`config.mk`:
```
export PLATFORM = sky130hd
export DESIGN_NAME = rf_path_sequencer
export DESIGN_NICKNAME = d
export VERILOG_FILES = /design/src/rtl/rf_mode_pkg.sv /design/src/rtl/rf_mode_decode.sv /design/src/rtl/rf_path_sequencer.sv
export SDC_FILE = /design/constraint.sdc
export NUM_CORES = 1
export LEC_CHECK = 0
export BUFFER_PORTS_ARGS = -buffer_cell sky130_fd_sc_hd__clkbuf_2
export CORE_AREA = 2 2 74 76
export CTS_CLUSTER_SIZE = 14
export DETAILED_ROUTE_END_ITERATION = 8
export DIE_AREA = 0 0 76 78
export GPL_TIMING_DRIVEN = 0
export SYNTH_ARGS = -nofsm -noshare
export SYNTH_HDL_FRONTEND = slang
export SYNTH_SLANG_ARGS = --single-unit
```
`constraint.sdc`:
```
create_clock -name i_sys_clk -period 3.3 [get_ports i_sys_clk]
set_input_delay 0.33 -clock i_sys_clk [delete_from_list [all_inputs] [get_ports i_sys_clk]]
set_output_delay 0.33 -clock i_sys_clk [all_outputs]
set_load 0.1 [all_outputs]
```
`src/rtl/rf_mode_pkg.sv`:
```
// Shared definitions for the RF path sequencer: mode codes, pin bit positions,
// the safe (all-off) control bits and the low-power pin word.
package rf_mode_pkg;

   localparam logic [2:0] MODE_LOW_POWER = 3'd0;
   localparam logic [2:0] MODE_BYPASS    = 3'd1;
   localparam logic [2:0] MODE_RX_LPF    = 3'd2;
   localparam logic [2:0] MODE_RX_HPF    = 3'd3;
   localparam logic [2:0] MODE_TX_LPF    = 3'd4;
   localparam logic [2:0] MODE_TX_HPF    = 3'd5;

   localparam int PIN_MIXER_EN    = 0;
   localparam int PIN_LNA_RX_SHDN = 1;
   localparam int PIN_LNA_TX_SHDN = 2;
   localparam int PIN_TR_VC2      = 3;
   localparam int PIN_TR_VC1_B    = 4;
   localparam int PIN_TR_VC1      = 5;
   localparam int PIN_RX_H_B      = 6;
   localparam int PIN_RX_H        = 7;

   // Both LNAs shut down, mixer disabled.
   localparam logic [2:0] SAFE_BITS = 3'b110;

   localparam logic [7:0] PINS_LOW_POWER = 8'h56;

   typedef enum logic [1:0] {
      ST_IDLE,
      ST_SHDN,
      ST_SWITCH
   } seq_state_t;

   // Keep the switch bits of a pin word, force the LNA/mixer controls off.
   function automatic logic [7:0] safe_pins(input logic [7:0] pins);
      return {pins[PIN_RX_H:PIN_TR_VC2], SAFE_BITS};
   endfunction

endpackage

```
`src/rtl/rf_mode_decode.sv`:
```
// Mode code to RF pin word lookup; flags the unused codes 6 and 7 as invalid.
module rf_mode_decode
   import rf_mode_pkg::*;
(
   input  logic [2:0] mode,
   output logic [7:0] pins,
   output logic       valid
);

   // Pure table lookup; invalid codes fall back to the low-power word.
   always_comb begin
      pins  = PINS_LOW_POWER;
      valid = 1'b1;
      case (mode)
         MODE_LOW_POWER: pins = PINS_LOW_POWER;
         MODE_BYPASS:    pins = 8'h66;
         MODE_RX_LPF:    pins = 8'h9D;
         MODE_RX_HPF:    pins = 8'h5D;
         MODE_TX_LPF:    pins = 8'h6B;
         MODE_TX_HPF:    pins = 8'hAB;
         default: begin
            pins  = PINS_LOW_POWER;
            valid = 1'b0;
         end
      endcase
   end

endmodule

```
`src/rtl/rf_path_sequencer.sv`:
```
// Break-before-make sequencer for the RF front-end pins. A mode change first
// shuts both LNAs and the mixer off, then moves the path switches, lets them
// settle, and finally enables the target LNA/mixer. One pending request slot
// (latest wins) absorbs requests that arrive while a sequence is running.
module rf_path_sequencer
   import rf_mode_pkg::*;
#(
   parameter int GUARD_CYC  = 8,
   parameter int SETTLE_CYC = 16,
   parameter int CNT_W      = 8
)(
   input  logic       i_sys_clk,
   input  logic       i_rst,
   input  logic       i_req_valid,
   input  logic [2:0] i_req_mode,
   input  logic       i_abort,
   output logic [7:0] o_rf_pins,
   output logic [2:0] o_cur_mode,
   output logic       o_busy,
   output logic       o_pending,
   output logic       o_done,
   output logic       o_err
);

   localparam logic [CNT_W-1:0] GUARD_LAST  = CNT_W'(GUARD_CYC - 1);
   localparam logic [CNT_W-1:0] SETTLE_LAST = CNT_W'(SETTLE_CYC - 1);

   seq_state_t       state;
   logic [CNT_W-1:0] cnt;
   logic [2:0]       target_mode;
   logic [7:0]       target_pins;
   logic [2:0]       pend_mode;
   logic [7:0]       pend_pins;

   logic [7:0]       req_pins;
   logic             req_ok;
   logic             req_take;
   logic             req_bad;
   logic [2:0]       sel_mode;
   logic [7:0]       sel_pins;

   rf_mode_decode u_decode (
      .mode  (i_req_mode),
      .pins  (req_pins),
      .valid (req_ok)
   );

   // Classify the incoming request and pick what IDLE would start next:
   // a fresh valid request beats the pending slot.
   always_comb begin
      req_take = i_req_valid && req_ok;
      req_bad  = i_req_valid && !req_ok;
      sel_mode = req_take ? i_req_mode : pend_mode;
      sel_pins = req_take ? req_pins   : pend_pins;
   end

   // Sequencer FSM with registered pin, status and pending-slot outputs.
   // Target/pending payload registers carry data only and need no reset.
   always_ff @(posedge i_sys_clk) begin
      if (i_rst || i_abort) begin
         state      <= ST_IDLE;
         cnt        <= '0;
         o_rf_pins  <= PINS_LOW_POWER;
         o_cur_mode <= MODE_LOW_POWER;
         o_busy     <= 1'b0;
         o_pending  <= 1'b0;
         o_done     <= 1'b0;
         o_err      <= 1'b0;
      end else begin
         o_done <= 1'b0;
         o_err  <= req_bad;
         case (state)
            ST_IDLE: begin
               if (req_take || o_pending) begin
                  o_pending <= 1'b0;
                  if (sel_mode == o_cur_mode) begin
                     o_done <= 1'b1;
                  end else begin
                     target_mode <= sel_mode;
                     target_pins <= sel_pins;
                     state       <= ST_SHDN;
                     cnt         <= '0;
                     o_rf_pins   <= safe_pins(o_rf_pins);
                     o_busy      <= 1'b1;
                  end
               end
            end
            ST_SHDN: begin
               if (cnt == GUARD_LAST) begin
                  state     <= ST_SWITCH;
                  cnt       <= '0;
                  o_rf_pins <= safe_pins(target_pins);
               end else begin
                  cnt <= cnt + 1'b1;
               end
            end
            ST_SWITCH: begin
               if (cnt == SETTLE_LAST) begin
                  state      <= ST_IDLE;
                  cnt        <= '0;
                  o_rf_pins  <= target_pins;
                  o_cur_mode <= target_mode;
                  o_done     <= 1'b1;
                  o_busy     <= 1'b0;
               end else begin
                  cnt <= cnt + 1'b1;
               end
            end
            default: begin
               state <= ST_IDLE;
               cnt   <= '0;
            end
         endcase
         // While a sequence runs, valid requests land in the pending slot.
         if (state != ST_IDLE && req_take) begin
            pend_mode <= i_req_mode;
            pend_pins <= req_pins;
            o_pending <= 1'b1;
         end
      end
   end

endmodule
```
==> results.toml, run 1 <==
[status]
status = "finished, final reports clean"

[yosys]
ys_seq_elements = 45
synth_top_area_cell = "edfxtp_1"
synth_xor_xnor_area_share = 0.00787
synth_top_cell_area_share = 0.270
synth_area_um2 = 2230
synthCells = 222
syn_avg_cell_area_um2 = 10.0
ys_seq_area_frac = 0.495
synth_commonest_cells = "dfxtp_1, nand2_1, nor2_1, edfxtp_1, nand3_1"
synth_top_family_by_area = "compound AO/OA/AOI/OAI gates"
yosys_warnings = 0
yosys.area_share.adder = 0.0281
synth_ff_type = "dfxtp_1"
synth-simple-area-share = 0.190
async_flop_share = 0
yosysMostFrequentCell = "dfxtp_1"
synth_nets = 234
synth_mux_area_frac = 0.0360
synth-compound-area-share = 0.198
synth.distinct_cells = 51
synthTopCellsByArea = "edfxtp_1, dfxtp_1, nand2_1"
synth_edf_count = 20

[power_and_ir_drop]
power_frac_comb = 0.100
pwr-share-seq = 0.516
peakVddDrop_mv = 0.214
p_sw_mw = 0.274
swShare = 0.239
p_per_area_nw_per_um2 = 452
power_mw = 1.15
leakage_nw = 0.948
p_clk_frac = 0.384
internal-power_mw = 0.873

[floorplanning]
die_width_um = 76
initial_core_util = 0.441
num_io_pins = 22
core-area_um2 = 5040
fp-row-count = 26
die_height_um = 78
die_area_um2 = 5930

[detailed_routing]
via_per_inst = 5.12
drtIter0Drc = 77
vias = 1638
totalWireLength_um = 4540
wl_per_cell_um = 14.2
final_antenna_net_count = 0
drc = 0
firstDrtPassIters = 4

[timing]
worst_pin_slew_ns = 0.868
tns_ns = 0
setup_violations = 0
fin_ws_ns = 0.462
min_period_over_period = 0.860
hold_slack_ns = 0.212
skew_ns = 0.0112
maxSlewViolCount = 0
fin_crit_ns = 2.84
fmax_ghz = 0.352
hold_viol_final = 0
rsz0062_at_grt = "false"
max-slew-margin-rel = 0.419

[layout]
num-nets-final = 261
area_growth_pct = 14.1
fin_util = 0.503
finalNonFillerCells = 320
fin_area_um2 = 2540
fill_cells = 459
final_layout_size_suffix_gt1_frac = 0.184
antenna_cells = 0

[worst_setup_path]
path_max_fanout = 10
critPathLaunchType = "register"
critPathKind = "register to register"
endpoint_kind = "register"
critPathArrivalTime_ns = 2.76
required_ns = 3.23

[global_route]
grt_overflow = 0
gr-usage-met2 = 0.258
grt.met1_usage = 0.232
grt.total_usage = 0.167
grt_util_met3 = 0.0430
grt_max_degree = 15
grt_pass1_wl_um = 7880
antenna_found_initial = 0
grt_pass1_vias = 1627
busiest_layer = "met2"

[clock_tree]
cts_setup_buffers = 0
clock_latency_ns = 0.30
clock_path_buffers = 2
postCtsResizedCells = 0
h-tree-depth = 2
cts_tree = "built"
postCtsHoldBufs = 0
cts.sink_count = 45
root_buffer = "clkbuf_8"
cts_buffers = 5
clk_pin_slew_ns = 0.09

[placement]
placed_cell_area_um2 = 2410
port_buffers = 20
dp_hpwl_um = 3200
place_inst = 312
place_ws_ns = 0.395
place.gp.congestion = 0.781

[job]
maxCapViolCount = 0

[hold_path]
worstHoldPathType = "input port to register"
registers in the layout, summed over array words and instances, names as in the netlist:
signal       flops
target_pins      7
o_err            1
o_done           1
cnt              8
pend_mode        3
o_rf_pins        8
target_mode      3
o_pending        1
state            2
o_busy           1
pend_pins        7
o_cur_mode       3
layer usage:
layer / vias to the layer above / wire [um]
met5: - / 0
met4: 0 / 53
met3: 5 / 152
met2: 27 / 1970
met1: 742 / 2360
li1: 864 / -
cell usage in the layout (no fill, tap or decap), types with 5 or more instances in the layout:
cell	instances
nand2b_1	5
nand3_1	13
edfxtp_1	20
mux2i_1	8
o21ai_0	9
clkbuf_1	7
dfxtp_1	25
clkbuf_8	6
clkbuf_2	20
o21a_1	5
a21oi_1	7
nand2_1	24
inv_1	8
nor2_1	22
ha_1	5
a31oi_1	8
cell type report:
type	count	area (um2)	area share
buffer	12	66.3	0.0261
multi-input combinational	156	1030	0.406
tap	70	87.6	0.0345
clock inverter	2	37.5	0.0148
sequential	45	1100	0.434
clock buffer	6	82.6	0.0325
inverter	9	33.8	0.0133
timing repair buffer	20	100	0.0394
power groups by stage:
stage | Clock [mW] | Combinational (mW) | Sequential [mW]
after detailed placement | 0 | 0.115 | 0.605
after floorplan | 0 | 0.0735 | 0.620
after global routing | 0.470 | 0.126 | 0.593
after global placement | 0 | 0.115 | 0.605
after CTS | 0.449 | 0.116 | 0.592
final | 0.441 | 0.115 | 0.592
worst paths after layout:
path | endpoint | depth (start not counted) | slack [ns] | startpoint
worst max-delay path | target_mode[0]$_DFFE_PP_ | 6 | 0.46 | state[0]$_SDFFE_PP0P_
worst min-delay path | pend_mode[2]$_DFFE_PP_ | 1 | 0.21 | i_req_mode[2]
worst max register to register | target_mode[0]$_DFFE_PP_ | 6 | 0.46 | state[0]$_SDFFE_PP0P_
worst min register to register | o_rf_pins[0]$_SDFFE_PP0P_ | 2 | 0.46 | o_rf_pins[0]$_SDFFE_PP0P_
logic make-up (layout without fill, tap and decap cells):
logic type / Yosys count / in the layout
AO/OA/AOI/OAI: 56 / 56
XOR/XNOR: 2 / 2
adder cells (fa/ha/maj): 5 / 5
buffers and inverters: 21 / 49
flip-flops: 45 / 45
multiplexers: 8 / 8
AND/OR/NAND/NOR: 85 / 85
critical path: stages, from the launching register on:
cell and delay [ns]:
dfxtp_1 0.34, inv_1 0.10, ha_1 0.39, clkbuf_1 0.44
clkbuf_1 0.43, nand2_1 0.09, nor2_1 0.68
No activity file was read; power rests on OpenSTA's default activity.
==> inputs of run 2 (changes only) <==
BUFFER_PORTS_ARGS = -buffer_cell sky130_fd_sc_hd__buf_2   (was -buffer_cell sky130_fd_sc_hd__clkbuf_2)
CORE_AREA = 2 2 78 80   (was 2 2 74 76)
DIE_AREA = 0 0 80 82   (was 0 0 76 78)
==> run 2 against run 1 <==
Die area grew 11%. Global-route usage fell by 0.73 points. Via count up 4.6%. Cell area shrank 1.0%. Largest cell class unchanged.
==> results.toml, run 2 (synthesis results as in run 1) <==
[power_and_ir_drop]
internal-power_mw = 0.776
p_per_area_nw_per_um2 = 417
pwr-share-seq = 0.565
peakVddDrop_mv = 0.181
swShare = 0.260
power_frac_comb = 0.110
leakage_nw = 0.931
p_sw_mw = 0.272
p_clk_frac = 0.325

[clock_tree]
cts_tree = "built"
postCtsHoldBufs = 0
postCtsResizedCells = 0
cts.sink_count = 45
root_buffer = "clkbuf_8"
cts_buffers = 5
clock_path_buffers = 2
cts_setup_buffers = 0
h-tree-depth = 2
clock_latency_ns = 0.30
clk_pin_slew_ns = 0.09

[layout]
area_growth_pct = 12.9
fill_cells = 570
num-nets-final = 261
final_common_cell = "dfxtp_1"
antenna_cells = 0
fin_util = 0.437
reg_top3 = "cnt (8), o_rf_pins (8)"
final_cell_mix = "dfxtp_1, nand2_1, buf_2, nor2_1, edfxtp_1"
final_layout_size_suffix_gt1_frac = 0.180

[worst_setup_path]
cp-endpoint = "target_mode[2]$_DFFE_PP_"
required_ns = 3.22
r2r-start = "state[0]$_SDFFE_PP0P_"
worstRegToRegCells = 6
critPathArrivalTime_ns = 2.75
critPathLaunchType = "register"
path_max_fanout = 10
critPathKind = "register to register"
cp-startpoint = "state[0]$_SDFFE_PP0P_"
r2r-end = "target_mode[2]$_DFFE_PP_"
r2r_setup_slack_ns = 0.48
endpoint_kind = "register"

[job]
maxCapViolCount = 0

[timing]
min_period_over_period = 0.856
worst_pin_slew_ns = 0.901
fmax_ghz = 0.354
max-slew-margin-rel = 0.397
rsz0062_at_grt = "false"
maxSlewViolCount = 0
tns_ns = 0
hold_viol_final = 0
setup_violations = 0
fin_crit_ns = 2.82
skew_ns = 0.00647

[floorplanning]
die_area_um2 = 6560
die_height_um = 82
fp-row-count = 28
core-area_um2 = 5750
die_width_um = 80
initial_core_util = 0.387
num_io_pins = 22

[global_route]
grt.total_usage = 0.160
grt_pass1_wl_um = 8140
grt_pass1_vias = 1672
grt_max_degree = 15
grt_overflow = 0
antenna_found_initial = 0

[hold_path]
worstHoldPathType = "input port to register"
hold_depth = 1

[placement]
dp_hpwl_um = 3270
port_buffers = 20
place.gp.congestion = 0.762

[detailed_routing]
via_per_inst = 5.27
vias = 1713
final_antenna_net_count = 0
drtIter0Drc = 80
wl_per_cell_um = 14.5
totalWireLength_um = 4720
firstDrtPassIters = 4
drc = 0

[status]
status = "finished, final reports clean"
[run 2: routing by layer]
metal | wire length (um) | up-vias | global-route usage
li1 | - | 857 | -
met1 | 2310 | 812 | 0.226
met4 | 45 | 0 | 0.0593
met2 | 2130 | 40 | 0.244
met5 | 0 | - | 0
met3 | 229 | 4 | 0.0297
[run 2: worst max-delay path, cell delays in order, from the launching register on]
cell and delay [ns]:
dfxtp_1 0.34, inv_1 0.10, ha_1 0.39, clkbuf_1 0.41, clkbuf_1 0.42, nand2_1 0.09
nor2_1 0.70
[run 2: worst min-delay path by stage]
| stage | from | end |
|---|---|---|
| after floorplan | i_req_mode[0] | pend_mode[0]$_DFFE_PP_ |
| after global placement | o_rf_pins[0]$_SDFFE_PP0P_ | o_rf_pins[0]$_SDFFE_PP0P_ |
| after detailed placement | o_rf_pins[0]$_SDFFE_PP0P_ | o_rf_pins[0]$_SDFFE_PP0P_ |
| after CTS | i_req_mode[2] | pend_mode[2]$_DFFE_PP_ |
| after global routing | i_req_mode[2] | pend_mode[2]$_DFFE_PP_ |
| final | i_req_mode[2] | pend_mode[2]$_DFFE_PP_ |
[run 2: final cells by class]
class / count / area (um2) / share of cell area
tap: 75 / 93.8 / 0.0374
multi-input combinational: 156 / 1030 / 0.410
inverter: 9 / 33.8 / 0.0134
timing repair buffer: 20 / 100 / 0.0398
clock inverter: 2 / 15.0 / 0.00598
sequential: 45 / 1100 / 0.438
buffer: 12 / 66.3 / 0.0264
clock buffer: 6 / 72.6 / 0.0289
[run 2: stage by stage]
step	instance area, um2	hold slack (ns)	setup slack (ns)	cells	total power [mW]
2_1_floorplan	2230	0.429	0.484	222	0.693
3_3_place_gp	2420	0.444	0.353	317	0.719
3_5_place_dp	2420	0.453	0.316	317	0.720
4_1_cts	2510	0.210	0.304	325	1.06
5_1_grt	2510	0.215	0.193	325	1.10
6_report	2510	0.222	0.476	325	1.05
[run 2: power groups by stage]
| stage | logic [mW] | clock network, mW | registers (mW) |
|---|---|---|---|
| 2_1_floorplan | 0.0735 | 0 | 0.620 |
| 3_3_place_gp | 0.115 | 0 | 0.605 |
| 3_5_place_dp | 0.115 | 0 | 0.605 |
| 4_1_cts | 0.115 | 0.355 | 0.592 |
| 5_1_grt | 0.127 | 0.378 | 0.593 |
| 6_report | 0.115 | 0.341 | 0.592 |
